**config.mk**
```make
export PLATFORM = sky130hd
export DESIGN_NAME = wormhole_port_allocator_flat
export DESIGN_NICKNAME = d
export VERILOG_FILES = /design/src/rtl/wormhole_port_allocator_pkg.sv /design/src/rtl/wormhole_port_allocator_if.sv /design/src/rtl/wormhole_port_allocator_rr_pick.sv /design/src/rtl/wormhole_port_allocator.sv /design/src/flat_wrapper.sv
export SDC_FILE = /design/constraint.sdc
export NUM_CORES = 1
export LEC_CHECK = 0
export ABC_AREA = 1
export CAP_MARGIN = 0
export CORE_UTILIZATION = 43
export DETAILED_ROUTE_END_ITERATION = 8
export PLACE_DENSITY = 0.77
export SLEW_MARGIN = 20
export SYNTH_ARGS = -nofsm -noshare
export SYNTH_HDL_FRONTEND = slang
export SYNTH_SLANG_ARGS = --single-unit
```
**constraint.sdc**
```tcl
create_clock -name clk -period 15.4 [get_ports clk]
set_input_delay 3.08 -clock clk [delete_from_list [all_inputs] [get_ports clk]]
set_output_delay 3.08 -clock clk [all_outputs]
set_load 0.05 [all_outputs]
```
**src/rtl/wormhole_port_allocator_pkg.sv**
```systemverilog
// wormhole_port_allocator_pkg: shared widths, flit id codes and FSM state type for the output-port allocator
package wormhole_port_allocator_pkg;
  localparam int NPORTS = 5;
  localparam int LEN_W = 12;
  localparam int FID_W = 3;
  localparam int PTR_W = $clog2(NPORTS);
  localparam logic [FID_W-1:0] FLIT_HEADER = 3'b001;
  localparam logic [FID_W-1:0] FLIT_BODY = 3'b010;
  localparam logic [FID_W-1:0] FLIT_TAIL = 3'b100;
  typedef enum logic {ALLOC_IDLE = 1'b0, ALLOC_HOLD = 1'b1} alloc_state_t;
  typedef logic [PTR_W-1:0] ptr_t;
  function automatic ptr_t ptr_inc(ptr_t p);
    return (p == ptr_t'(NPORTS - 1)) ? '0 : p + 1'b1;
  endfunction
endpackage

```
**src/rtl/wormhole_port_allocator_if.sv**
```systemverilog
// wormhole_port_allocator_if: request/grant bundle between input-side flow control and one output allocator
interface wormhole_port_allocator_if;
  import wormhole_port_allocator_pkg::*;
  logic [NPORTS-1:0] req;
  logic [NPORTS*FID_W-1:0] flit_id;
  logic [NPORTS*LEN_W-1:0] pkt_len;
  logic ready_in;
  logic [NPORTS-1:0] grant;
  logic [NPORTS-1:0] sel;
  logic busy;
  logic proto_err;
  modport master (output req, flit_id, pkt_len, ready_in, input grant, sel, busy, proto_err);
  modport slave (input req, flit_id, pkt_len, ready_in, output grant, sel, busy, proto_err);
endinterface

```
**src/rtl/wormhole_port_allocator_rr_pick.sv**
```systemverilog
// wormhole_port_allocator_rr_pick: rotating-priority picker, first request at or after ptr wins
module wormhole_port_allocator_rr_pick
  import wormhole_port_allocator_pkg::*;
(
  input  logic [NPORTS-1:0] req,
  input  ptr_t              ptr,
  output logic [NPORTS-1:0] pick,
  output ptr_t              idx
);
  // scan from farthest to nearest so the nearest request overwrites
  always_comb begin
    pick = '0;
    idx = '0;
    for (int k = NPORTS - 1; k >= 0; k--) begin
      if (req[(int'(ptr) + k) % NPORTS]) begin
        idx = ptr_t'((int'(ptr) + k) % NPORTS);
        pick = NPORTS'(1) << idx;
      end
    end
  end
endmodule

```
**src/rtl/wormhole_port_allocator.sv**
```systemverilog
// wormhole_port_allocator: round-robin header arbitration, then locks the output for the packet length
module wormhole_port_allocator
  import wormhole_port_allocator_pkg::*;
(
  input logic clk,
  input logic rst,
  wormhole_port_allocator_if.slave bus
);
  alloc_state_t state, state_n;
  ptr_t rr_ptr, rr_n, owner, owner_n, win;
  logic [LEN_W-1:0] cnt, cnt_n, len_win, len_eff;
  logic [NPORTS-1:0] hdr, pick, sel_n;
  logic [FID_W-1:0] own_fid;
  logic perr_n, xfer;
  always_comb begin
    hdr = '0;
    for (int i = 0; i < NPORTS; i++) hdr[i] = bus.req[i] && bus.flit_id[i*FID_W +: FID_W] == FLIT_HEADER;
  end
  wormhole_port_allocator_rr_pick u_pick (.req(hdr), .ptr(rr_ptr), .pick(pick), .idx(win));
  assign len_win = bus.pkt_len[int'(win)*LEN_W +: LEN_W];
  assign len_eff = (len_win == '0) ? LEN_W'(1) : len_win;
  assign own_fid = bus.flit_id[int'(owner)*FID_W +: FID_W];
  assign xfer = state == ALLOC_HOLD && bus.req[owner] && bus.ready_in;
  assign bus.busy = state == ALLOC_HOLD;
  assign bus.grant = !rst ? '0 :
                     state == ALLOC_IDLE ? (bus.ready_in ? pick : '0) :
                     xfer ? NPORTS'(1) << owner : '0;
  always_comb begin
    state_n = state;
    rr_n = rr_ptr;
    owner_n = owner;
    cnt_n = cnt;
    perr_n = 1'b0;
    if (state == ALLOC_IDLE) begin
      if (bus.ready_in && |hdr) begin
        if (len_eff == LEN_W'(1)) rr_n = ptr_inc(win);
        else begin
          state_n = ALLOC_HOLD;
          owner_n = win;
          cnt_n = len_eff - 1'b1;
        end
      end
    end else if (xfer) begin
      perr_n = own_fid == FLIT_HEADER || (own_fid == FLIT_TAIL && cnt > LEN_W'(1));
      // a premature tail closes the packet just like the last counted flit
      cnt_n = (own_fid == FLIT_TAIL || cnt <= LEN_W'(1)) ? '0 : cnt - 1'b1;
      if (cnt_n == '0) begin
        state_n = ALLOC_IDLE;
        rr_n = ptr_inc(owner);
      end
    end
    sel_n = (state_n == ALLOC_HOLD) ? NPORTS'(1) << owner_n : '0;
  end
  always_ff @(posedge clk or negedge rst) begin
    if (!rst) begin
      state <= ALLOC_IDLE;
      rr_ptr <= '0;
      owner <= '0;
      cnt <= '0;
      bus.sel <= '0;
      bus.proto_err <= 1'b0;
    end else begin
      state <= state_n;
      rr_ptr <= rr_n;
      owner <= owner_n;
      cnt <= cnt_n;
      bus.sel <= sel_n;
      bus.proto_err <= perr_n;
    end
  end
endmodule

```
**src/flat_wrapper.sv**
```systemverilog
// flat-port wrapper written by rule: the top's interface ports become plain ports
module wormhole_port_allocator_flat import wormhole_port_allocator_pkg::*;
  (clk, rst, bus_req, bus_flit_id, bus_pkt_len, bus_ready_in, bus_grant, bus_sel, bus_busy, bus_proto_err);
  wormhole_port_allocator_if bus_i ();
  input logic clk;
  input logic rst;
  input wire logic [$bits(bus_i.req)-1:0] bus_req;
  input wire logic [$bits(bus_i.flit_id)-1:0] bus_flit_id;
  input wire logic [$bits(bus_i.pkt_len)-1:0] bus_pkt_len;
  input wire logic [$bits(bus_i.ready_in)-1:0] bus_ready_in;
  output wire logic [$bits(bus_i.grant)-1:0] bus_grant;
  output wire logic [$bits(bus_i.sel)-1:0] bus_sel;
  output wire logic [$bits(bus_i.busy)-1:0] bus_busy;
  output wire logic [$bits(bus_i.proto_err)-1:0] bus_proto_err;
  assign bus_i.req = bus_req;
  assign bus_i.flit_id = bus_flit_id;
  assign bus_i.pkt_len = bus_pkt_len;
  assign bus_i.ready_in = bus_ready_in;
  assign bus_grant = bus_i.grant;
  assign bus_sel = bus_i.sel;
  assign bus_busy = bus_i.busy;
  assign bus_proto_err = bus_i.proto_err;
  wormhole_port_allocator u_core (.clk(clk), .rst(rst), .bus(bus_i));
endmodule
```
After elaboration in Yosys (flattened, before gate mapping):

Index checks and enable logic that the tools add are counted.

* register bits: 25
* input port bits: 83
* output and inout bits: 12
* word-level logic and storage cells: 124

* $add $sub $neg: 8
* $mul: 2
* div/mod/pow operators: 5
* order comparisons: 8
* equal/unequal tests: 13
* shift-type cells: 9
* mux-type cells: 55
* reduce and logical (&&, ||, !) cells: 18

Operators with widths (number)
* $lt 32x5->1 const B: 5
* $mod 32x4->32 const B: 4
* $mux 12: 6
* $shiftx 60x32->12: 1
* $mux 5: 10
* $mux 3: 15
* $shl 1x3->5 const A: 7
* $mod 4x4->32 const B: 1
* $shiftx 15x32->3: 1
* $logic_not 12->1: 2
* $sub 12x1->12 const B: 2
* $bmux 1 s3: 6
* $eq 3x1->1 const B: 6
* $mux 1: 18
* $eq 12x1->1 const B: 1
* $gt 12x1->1 const B: 1
* $le 12x1->1 const B: 1
* $mul 3x2->5 const B: 2
* $eq 3x3->1 const B: 3
* $logic_and 1x1->1: 9
* $add 3x2->4 const B: 2
* $add 3x1->3 const B: 2
* $reduce_or 5->1: 1
* $add 3x1->4 const B: 1
* other kinds (8): 11

Logic depth before layout (Yosys ltp):

Gate-level depths: netlist (run 1).

* depth after elaboration: 20
* depth in mapped cells: 49
* mapped depth without buffers: 47

Modules after synthesis:

Synthesis (run 1) repeated with hierarchy kept, for this count alone.

* cells, all modules: 807
* area, all modules: 4768.3 um^2

Modules (own cells, without submodules)
* wormhole_port_allocator: times used 1, cells each 499, area an instance 2996.6 um^2, sequential area each 625.6 um^2
* wormhole_port_allocator_rr_pick: times used 1, cells each 308, area an instance 1771.7 um^2, sequential area each 0.0 um^2

Worst setup path before layout (run 1):

No wires, ideal clock.

* path type: input to output
* start point: in bus_req[0]
* end point: out bus_grant[3]
* arrival time: 5328 ps
* required time: 12320 ps
* path slack: 6992 ps
* cell stages on the path: 17
* buffers on the path: 1
* cells stage by stage: and3_1 clkbuf_1 inv_1 nand3_1 nand2_1 nand2_1 nand2_1 nand2_1 nand2_1 o2111ai_1 o32ai_1 a21oi_1 nor2_1 a21oi_1 o21ai_0 nand2_1 a21oi_1

* cells in the longest elaborated chain, start to end: 12
* elaborated cells between the ends (all ways): 29
* those cells by class: mux: 26; reduce/logical: 3

RTL lines
* from (decl): line flat_wrapper.sv:7 `input wire logic [$bits(bus_i.req)-1:0] bus_req;`
* $logic_and 1x1->1: line wormhole_port_allocator.sv:17 `for (int i = 0; i < NPORTS; i++) hdr[i] = bus.req[i] && bus.flit_id[i*FID_W +: FID_W] == FLIT_HEADER;`
* $bmux 1 s3: line wormhole_port_allocator_rr_pick.sv:15 `if (req[(int'(ptr) + k) % NPORTS]) begin`
* $mux 1 (not written as such) (2 in a row): line wormhole_port_allocator_rr_pick.sv:15
* $mux 5 (5 in a row): line wormhole_port_allocator_rr_pick.sv:15
* $mux 5: line wormhole_port_allocator.sv:26 `state == ALLOC_IDLE ? (bus.ready_in ? pick : '0) :`
* $mux 5 (*): line wormhole_port_allocator.sv:26
* $mux 5 (*): line wormhole_port_allocator.sv:25 `assign bus.grant = !rst ? '0 :`
* to (decl): line flat_wrapper.sv:11 `output wire logic [$bits(bus_i.grant)-1:0] bus_grant;`

Every way passes the cells marked *; elsewhere a longest branch is shown, timed or not. The select of a mux whose other input is x is not followed.

Worst setup path in the final report (run 1):

* start point: in bus_flit_id[10]
* end point: out bus_grant[0]

* cells in the longest elaborated chain, start to end: 13
* elaborated cells between the ends (all ways): 25
* those cells by class: eq/ne: 1; mux: 23; reduce/logical: 1

RTL lines
* from (decl): line flat_wrapper.sv:8 `input wire logic [$bits(bus_i.flit_id)-1:0] bus_flit_id;`
* $eq 3x1->1 (*): line wormhole_port_allocator.sv:17
* $logic_and 1x1->1 (*): line wormhole_port_allocator.sv:17
* $bmux 1 s3: line wormhole_port_allocator_rr_pick.sv:15
* $mux 1 (not written as such) (2 in a row): line wormhole_port_allocator_rr_pick.sv:15
* $mux 5 (4 in a row): line wormhole_port_allocator_rr_pick.sv:15
* $mux 5 (*): line wormhole_port_allocator_rr_pick.sv:15
* $mux 5 (*) (2 in a row): line wormhole_port_allocator.sv:26
* $mux 5 (*): line wormhole_port_allocator.sv:25

Marked as above.

==> results of run 1 <==
[registers in the layout, indices dropped and copies added (netlist names)]
signal,flops
u_core.cnt,12
u_core.owner,3
u_core.rr_ptr,3
u_core.bus.proto_err,1
u_core.bus.sel,5
u_core.bus.busy,1
[stage by stage]
stage               instances  instance area [sq um]
CTS                      1014                   5707
global route             1014                   5707
finish                   1014                   5707
global placement         1010                   5658
detailed placement       1010                   5658
floorplan                 797                   4663
[cell type report]
| class | count | area, sq um |
|---|---|---|
| fillers | 1067 | 4710 |
| multi-input cells | 646 | 3502 |
| repair buffers | 96 | 955.9 |
| flip-flops and latches | 25 | 625.6 |
| inverters | 107 | 404.1 |
| well taps | 136 | 170.2 |
| clock buffers | 3 | 41.29 |
| clock inverters | 1 | 7.507 |
[cells by family (layout without fill, tap and decap cells)]
| family | after synthesis | count (layout) | synth area share (%) |
|---|---|---|---|
| AO/OA/AOI/OAI | 107 | 107 | 13.95 |
| XOR/XNOR | 16 | 16 | 3.166 |
| adder cells (fa/ha/maj) | 31 | 31 | 8.318 |
| buffers and inverters | 126 | 207 | 11.48 |
| flip-flops | 25 | 25 | 13.42 |
| AND/OR/NAND/NOR | 492 | 492 | 49.67 |
[per-layer routing]
metal  vias up  share of wire, %  track usage (%)
li1       2753                 -                -
met1      2398                46            32.34
met2       228                45            41.60
met3        35               6.7            2.698
met4         0               2.5            6.349
met5         -                 0                0
[worst max-delay path, cell delays in order]
cell and delay [ps]:
clkdlybuf4s50_1 480, nor2_1 50, and3_1 170, inv_1 240, nand3_1 120, nand2_1 70
nand2_1 50, nand2_1 60, nand2_1 70, nand2_1 120, o2111ai_1 190, o22ai_1 210
a21oi_1 100, o22ai_1 120, nand2_1 60, o21ai_0 80, nand2_1 70, a21oi_1 130
clkdlybuf4s50_1 810
[cells in the final DEF, fill, tap and decap left out, drive strengths merged, types with 2 or more instances in the layout]
cell / Yosys / layout
a21oi: 34 / 34
and3: 3 / 3
buf: 12 / 2
clkbuf: 7 / 3
clkdlybuf4s50: 0 / 94
clkinv: 5 / 5
dfrtp: 25 / 25
ha: 31 / 31
inv: 102 / 102
nand2: 266 / 266
nand3: 118 / 118
nand3b: 2 / 2
nand4: 7 / 7
nor2: 75 / 75
nor3: 10 / 10
nor4: 2 / 2
o2111ai: 3 / 3
o21ai: 46 / 46
o21bai: 2 / 2
o22ai: 7 / 7
o31ai: 2 / 2
o32ai: 3 / 3
or2: 6 / 6
xnor2: 5 / 5
xor2: 11 / 11
[path summary, 6_finish.rpt]
path,slack [ps],endpoint,cells past startpoint,from
worst max-delay path,6040,bus_grant[0],19,bus_flit_id[10]
worst min-delay path,490,u_core.cnt[11],2,u_core.cnt[11]
worst max register to register,9000,u_core.cnt[4],44,u_core.rr_ptr[0]
worst min register to register,490,u_core.cnt[11],2,u_core.cnt[11]
max in group asynchronous,11980,u_core.cnt[0],2,rst
min in group asynchronous,3160,u_core.bus.proto_err,2,rst
==> impl.org, run 1 <==
** Outcome
- Status :: complete, no violations

** Logic synthesis
- Mapped Cells :: 797
- Post-synth EDFFs :: 0
- The netlist uses 56 different library cells.
- Flip-flop and latch count after synthesis :: 25
- Average cell area after synthesis :: around 5.9 sq um
- Net count of the mapped netlist :: 911
- In the synthesized netlist the async set-or-reset flop fraction comes to 100.0%.
- Among all flip-flop cells after synthesis, the most frequent one is dfrtp_1.
- Syn. warnings :: 0
- Of all cell types, the one taking the most synthesized area is nand2_1.
- Most numerous cell in the Yosys netlist :: nand2_1
- After synthesis, the largest area contributor takes up a little under a fifth of total cell area.
- Main area contributors after synthesis :: nand2_1 (18%), dfrtp_1 (13%), nand3_1 (12%)
- Most common library cells after synthesis :: nand2_1 (229), nand3_1 (111), inv_1 (82)
- Netlist Area Pre-Place :: 4663 sq um
- Sequential fraction of the synthesis area :: 13.42%

** Routing
- Detailed-routing iteration count for the pre-antenna-repair pass :: 5
- Total via count after detailed routing :: 5414
- Final routed wire length divided by cell count :: 13.03 microns
- Number of nets with antenna violations after detailed routing :: 0
- For this run, design rule violations remaining after detail routing come to 0.
- Post-detailed-route via-to-cell ratio :: 5.339
- After detailed routing, the total wire length is 13.21 mm.
- Initial DRC Count :: around 350

** Worst setup path
- For the worst setup path, the data arrival time is 6280 ps.
- Required time of the worst setup path :: 12320 ps
- Startpoint Class :: input port
- STA classifies the critical path endpoint as a primary output.
- By startpoint and endpoint, the worst setup path is classified as in2out.
- Worst-path fanout max :: 8

** CTS
- Number of clock sinks :: 25
- Buffers inserted during post-CTS setup optimization :: 0
- Clock tree synthesis selected as its root buffer the cell clkbuf_8.
- CTS built an H-tree with a depth of 1.
- Clock-pin slew was measured on the worst setup and hold paths at 90 ps.
- Max Buffers Root-to-Sink :: 2
- Number of buffers inserted during clock tree synthesis :: 3
- Clock tree from TritonCTS :: yes
- In this run, post-CTS hold repair placed 0 buffers.
- In this run, post-CTS repair resized a total of 0 instances.
- At the later pin of the worst-skew pair, clock insertion delay measures between 200 and 300 ps.

** Timing
- Headroom to the max-slew limit came out at 40.39%.
- Period minus WS final :: 9360 ps
- Setup violations remaining at the end of the flow were counted as 0.
- After routing, the total negative slack on setup checks comes to 0 ps.
- Setup WS post-layout :: 6040 ps
- The worst path uses ~61% of the clock period.
- For the pin with the worst max-slew slack, the measured transition is 892.0 ps.
- Derived from the worst setup path, the maximum achievable clock frequency is 106.8 MHz.
- Setup repair after global routing left no endpoint under its margin.
- On the final layout, the worst clock skew is 4.195 ps.
- Count of final hold-check violations :: 0
- The final count of pins violating max slew was 0.
- Final hold analysis gives a worst-case slack of 487.9 ps.

** GRT
- The first global-routing pass estimated 22.92 mm of wire.
- The number of global-route vias before repair is 5156.
- GRT overflow :: 0
- Largest net degree at the start of global routing :: 28
- Global routing used 24.33% of the available tracks.
- Antenna violations before repair :: 0

** Floorplanning
- The total area inside the core boundary comes to 10420 sq um.
- 95 I/O pins were placed.
- The floorplan has 37 rows.
- Die Height :: about 110 microns
- In this run the horizontal extent of the chip is 106.1 microns.
- Area of the die :: 11260 sq um
- The initial utilization of the core area, before any placement, comes to 44.77%.

** Final layout
- Relative area change from synthesis to final layout :: 22.38%
- At the end of the flow, the number of nets in the layout was slightly below 1000.
- Once layout is complete, the utilization of the core stands at 54.79%.
- Diode insertion count for antenna repair :: 0
- Fraction of final layout cells with drive strength greater than 1 :: 11.73%

** Placement
- Number of I/O port buffers :: 94
- At the placement stage, the worst setup path has a slack of 6114 ps.
- After legalization and detailed placement, the total HPWL measured 10.54 mm.
- At the end of routability-driven placement, the weighted congestion stood at 1.030.

** Flow run
- The tool flagged a number of max-cap violations equal to 0.

** Min path
- Type of the most critical hold path :: reg2reg
Power of run 1 is left out: the tool's default activity adds up to more than one toggle a clock period on the data nets, which glitch-free logic cannot reach.
==> run 2, diff against run 1 <==
--- a/config.mk
+++ b/config.mk
@@ -9,7 +9,7 @@
 export CAP_MARGIN = 0
 export CORE_UTILIZATION = 43
 export DETAILED_ROUTE_END_ITERATION = 8
-export PLACE_DENSITY = 0.77
+export PLACE_DENSITY = 0.79
 export SLEW_MARGIN = 20
 export SYNTH_ARGS = -nofsm -noshare
 export SYNTH_HDL_FRONTEND = slang
==> constraint.sdc (replaced) <==
create_clock -name clk -period 8.2 [get_ports clk]
set_input_delay 1.64 -clock clk [delete_from_list [all_inputs] [get_ports clk]]
set_output_delay 1.64 -clock clk [all_outputs]
set_load 0.05 [all_outputs]
==> run 2 against run 1 <==
Non-clock buffer count stayed put. Die area stayed put. Worst setup slack worse by 5000 ps. Global-route usage is 0.65 points lower. Flip-flop and latch count stayed put. Critical path type is now reg2out. Highest routed layer unchanged.
==> impl.org, run 2 (synthesis gave the netlist of run 1 again) <==
** Outcome
- The run finished with clean final reports.

** Floorplanning
- The floorplan die height was 106.1 microns (unchanged).
- The floorplan row count came to 37 (unchanged).
- Chip Width :: 106.1 microns (unchanged)
- Initial standard-cell utilization of the core :: 44.77% (unchanged)
- Area of the die :: 11260 sq um (unchanged)
- Count of pins on the block boundary :: 95 (unchanged)
- Placeable core region :: 10420 sq um (unchanged)

** CTS
- Clock root buffer master :: clkbuf_8
- Max Buffers Root-to-Sink :: 2 (unchanged)
- The number of buffers inserted by post-CTS setup repair is 0 (unchanged).
- The number of resized instances in the post-cts repair step is 0 (unchanged).
- TritonCTS built the clock tree.
- Skew-Pair Late Insertion Delay :: 270 ps (about the same)
- Number of H-tree branching levels :: 1 (unchanged)
- The total number of clock tree sinks was 25 (unchanged).
- Cts hold-fix bufs :: 0 (unchanged)
- The clock buffer count from CTS was 3 (unchanged).
- Clk slew on worst S/H paths :: 80 ps (about the same)

** Final layout
- The library cells used most frequently in the layout, excluding fill and tap cells, are nand2_1 (229), nand3_1 (111), clkdlybuf4s50_1 (94).
- Fraction of final layout cells with drive strength greater than 1 :: 11.62% (-0.11 points)
- Post-route non-filler standard cell count :: 1014 (unchanged)
- The final-stage net count was 993 (unchanged).
- Ranked by flip-flop count, first place goes to u_core.cnt.
- Max reg flops :: 12 (unchanged)
- Leading cell type in the layout, fill and taps excluded :: nand2_1
- The area overhead of the layout relative to synthesis came to 22.30% (about the same).
- The largest registers in the layout are u_core.cnt x12, u_core.bus.sel x5.
- The total inserted antenna cells was 0 (unchanged).

** Placement
- DP Cell Count :: 1010 (unchanged)
- The detailed placer's ending HPWL came to 10.54 mm (about the same).
- Post-placement worst setup slack :: 1332 ps (-4782 ps)
- Number of I/O port buffers :: 94 (unchanged)
- The weighted congestion at the end of routability-driven global placement is 1.019 (-1.0%).

** Worst setup path
- Endpoint of the worst register-to-register path :: u_core.cnt[2]
- The worst setup path is launched from a flop.
- Worst-path fanout max :: 16 (+8)
- The worst stage delay on the critical path was 830 ps (+20 ps).
- The critical path required time is 6560 ps (-5760 ps).
- The worst register-to-register path begins at u_core.rr_ptr[0].
- Tracing the worst setup path back leads to its startpoint at u_core.rr_ptr[0].
- Stages on the worst setup path :: 33 (+14)
- In this run the worst setup path terminates at bus_grant[3].
- The largest individual stage delay along the critical path comes from the cell clkdlybuf4s50_1.
- The cell family contributing the most delay on the critical path is buffers and inverters.
- The arrival time at the worst endpoint was 5560 ps (-720 ps).
- Worst-case register-to-register setup slack :: 2010 ps (-6990 ps)
- Library cell appearing most often on the critical path :: nand2_1
- Critical setup path kind :: reg2out
- Crit. End Element :: primary output
- Worst reg-to-reg path cell count :: 44 (unchanged)
- The number of buffers and inverters on the critical path came to 9 (+6).

** GRT
- The global-route usage over all layers is 23.68% (-0.65 points).
- Wire length of the first global-routing pass :: 22.30 mm (-2.7%)
- GRT overflow :: 0 (unchanged)
- The number of global-route vias before repair is 4940 (-4.2%).
- The maximum number of pins on one net before global-route repair came to 28 (unchanged).
- The initial antenna violation count came to 0 (unchanged).

** Routing
- Total via count after detailed routing :: 5273 (-2.6%)
- The number of iterations in the first detailed-routing pass is 5 (unchanged).
- The mean routed wirelength per cell was 12.91 microns (-0.88%).
- The DRC violation count after routing was 0 (unchanged).
- Initial DRC Count :: 438 (+27%)
- The remaining antenna violation count after routing is 0 (unchanged).
- Routed wire length :: 13.10 mm (-0.88%)
- The post-detailed-route via-to-cell ratio is 5.200 (-2.6%).

** Timing
- Setup repair after global routing missed its margin :: no
- Slew at the pin with the worst max-slew slack :: 844.7 ps (-47.37 ps)
- Count of final hold-check violations :: 0 (unchanged)
- Normalized max-slew margin :: 43.55% (+3.2 points)
- Period minus WS final :: roughly 7000 ps
- Based on the critical path, the design can be clocked at up to 138.8 MHz.
- Share of the clock period used by the worst path :: 87.86%
- Max Slew Vio Count :: 0 (unchanged)
- Hold slack final :: 490.7 ps (+2.801 ps)
- Setup Total Neg Slack :: 0 ps (unchanged)
- Setup WS post-layout :: 995.6 ps (-5044 ps)
- Number of setup violations in the final report :: 0 (unchanged)
- The worst clock skew on the final layout is 2.320 ps (-1.875 ps).

** Flow run
- Total of max-cap violations :: 0 (unchanged)

** Min path
- Type of the most critical hold path :: reg2reg
## run 2: changes by cell type in the layout (fill, tap and decap cells not counted)
cell	previous run	this run
clkbuf_1	0	1
clkinvlp_4	1	0
## run 2: routing by layer
metal / vias up / global-route usage (%) / routed length (microns)
met3: 14 / 3.495 / 786
met5: - / 0 / 0
met4: 0 / 3.869 / 145
met2: 182 / 40.54 / 6000
met1: 2319 / 31.77 / 6162
li1: 2758 / - / -
## run 2: worst min-delay path, stage by stage, from the launching register on
cell     delay [ps]
dfrtp_1         360
nand2_1          50
nand2_1          50
## run 2: worst min-delay path by stage
stage                         from        endpoint  slack (ps)  depth (start not counted)
floorplan           u_core.cnt[11]  u_core.cnt[11]         450                          2
global placement    u_core.cnt[11]  u_core.cnt[11]         480                          2
detailed placement  u_core.cnt[11]  u_core.cnt[11]         470                          2
CTS                 u_core.cnt[11]  u_core.cnt[11]         490                          2
global route        u_core.cnt[11]  u_core.cnt[11]         540                          2
finish              u_core.cnt[11]  u_core.cnt[11]         490                          2
## run 2: final cells by class
| class | instances | area, sq um |
|---|---|---|
| Timing Repair Buffer | 96 | 955.9 |
| Sequential cell | 25 | 625.6 |
| Fill cell | 1026 | 4713 |
| Clock buffer | 4 | 45.04 |
| Tap cell | 136 | 170.2 |
| Multi-Input combinational cell | 646 | 3502 |
| Inverter | 107 | 404.1 |
## run 2: stage by stage
stage / util [%] / area, sq um
6_report: 54.75 / 5703
5_1_grt: 54.75 / 5703
4_1_cts: 54.75 / 5703
3_5_place_dp: 54.32 / 5658
3_3_place_gp: 54.32 / 5658
2_1_floorplan: - / 4663
Power of run 2 is left out for the same reason.
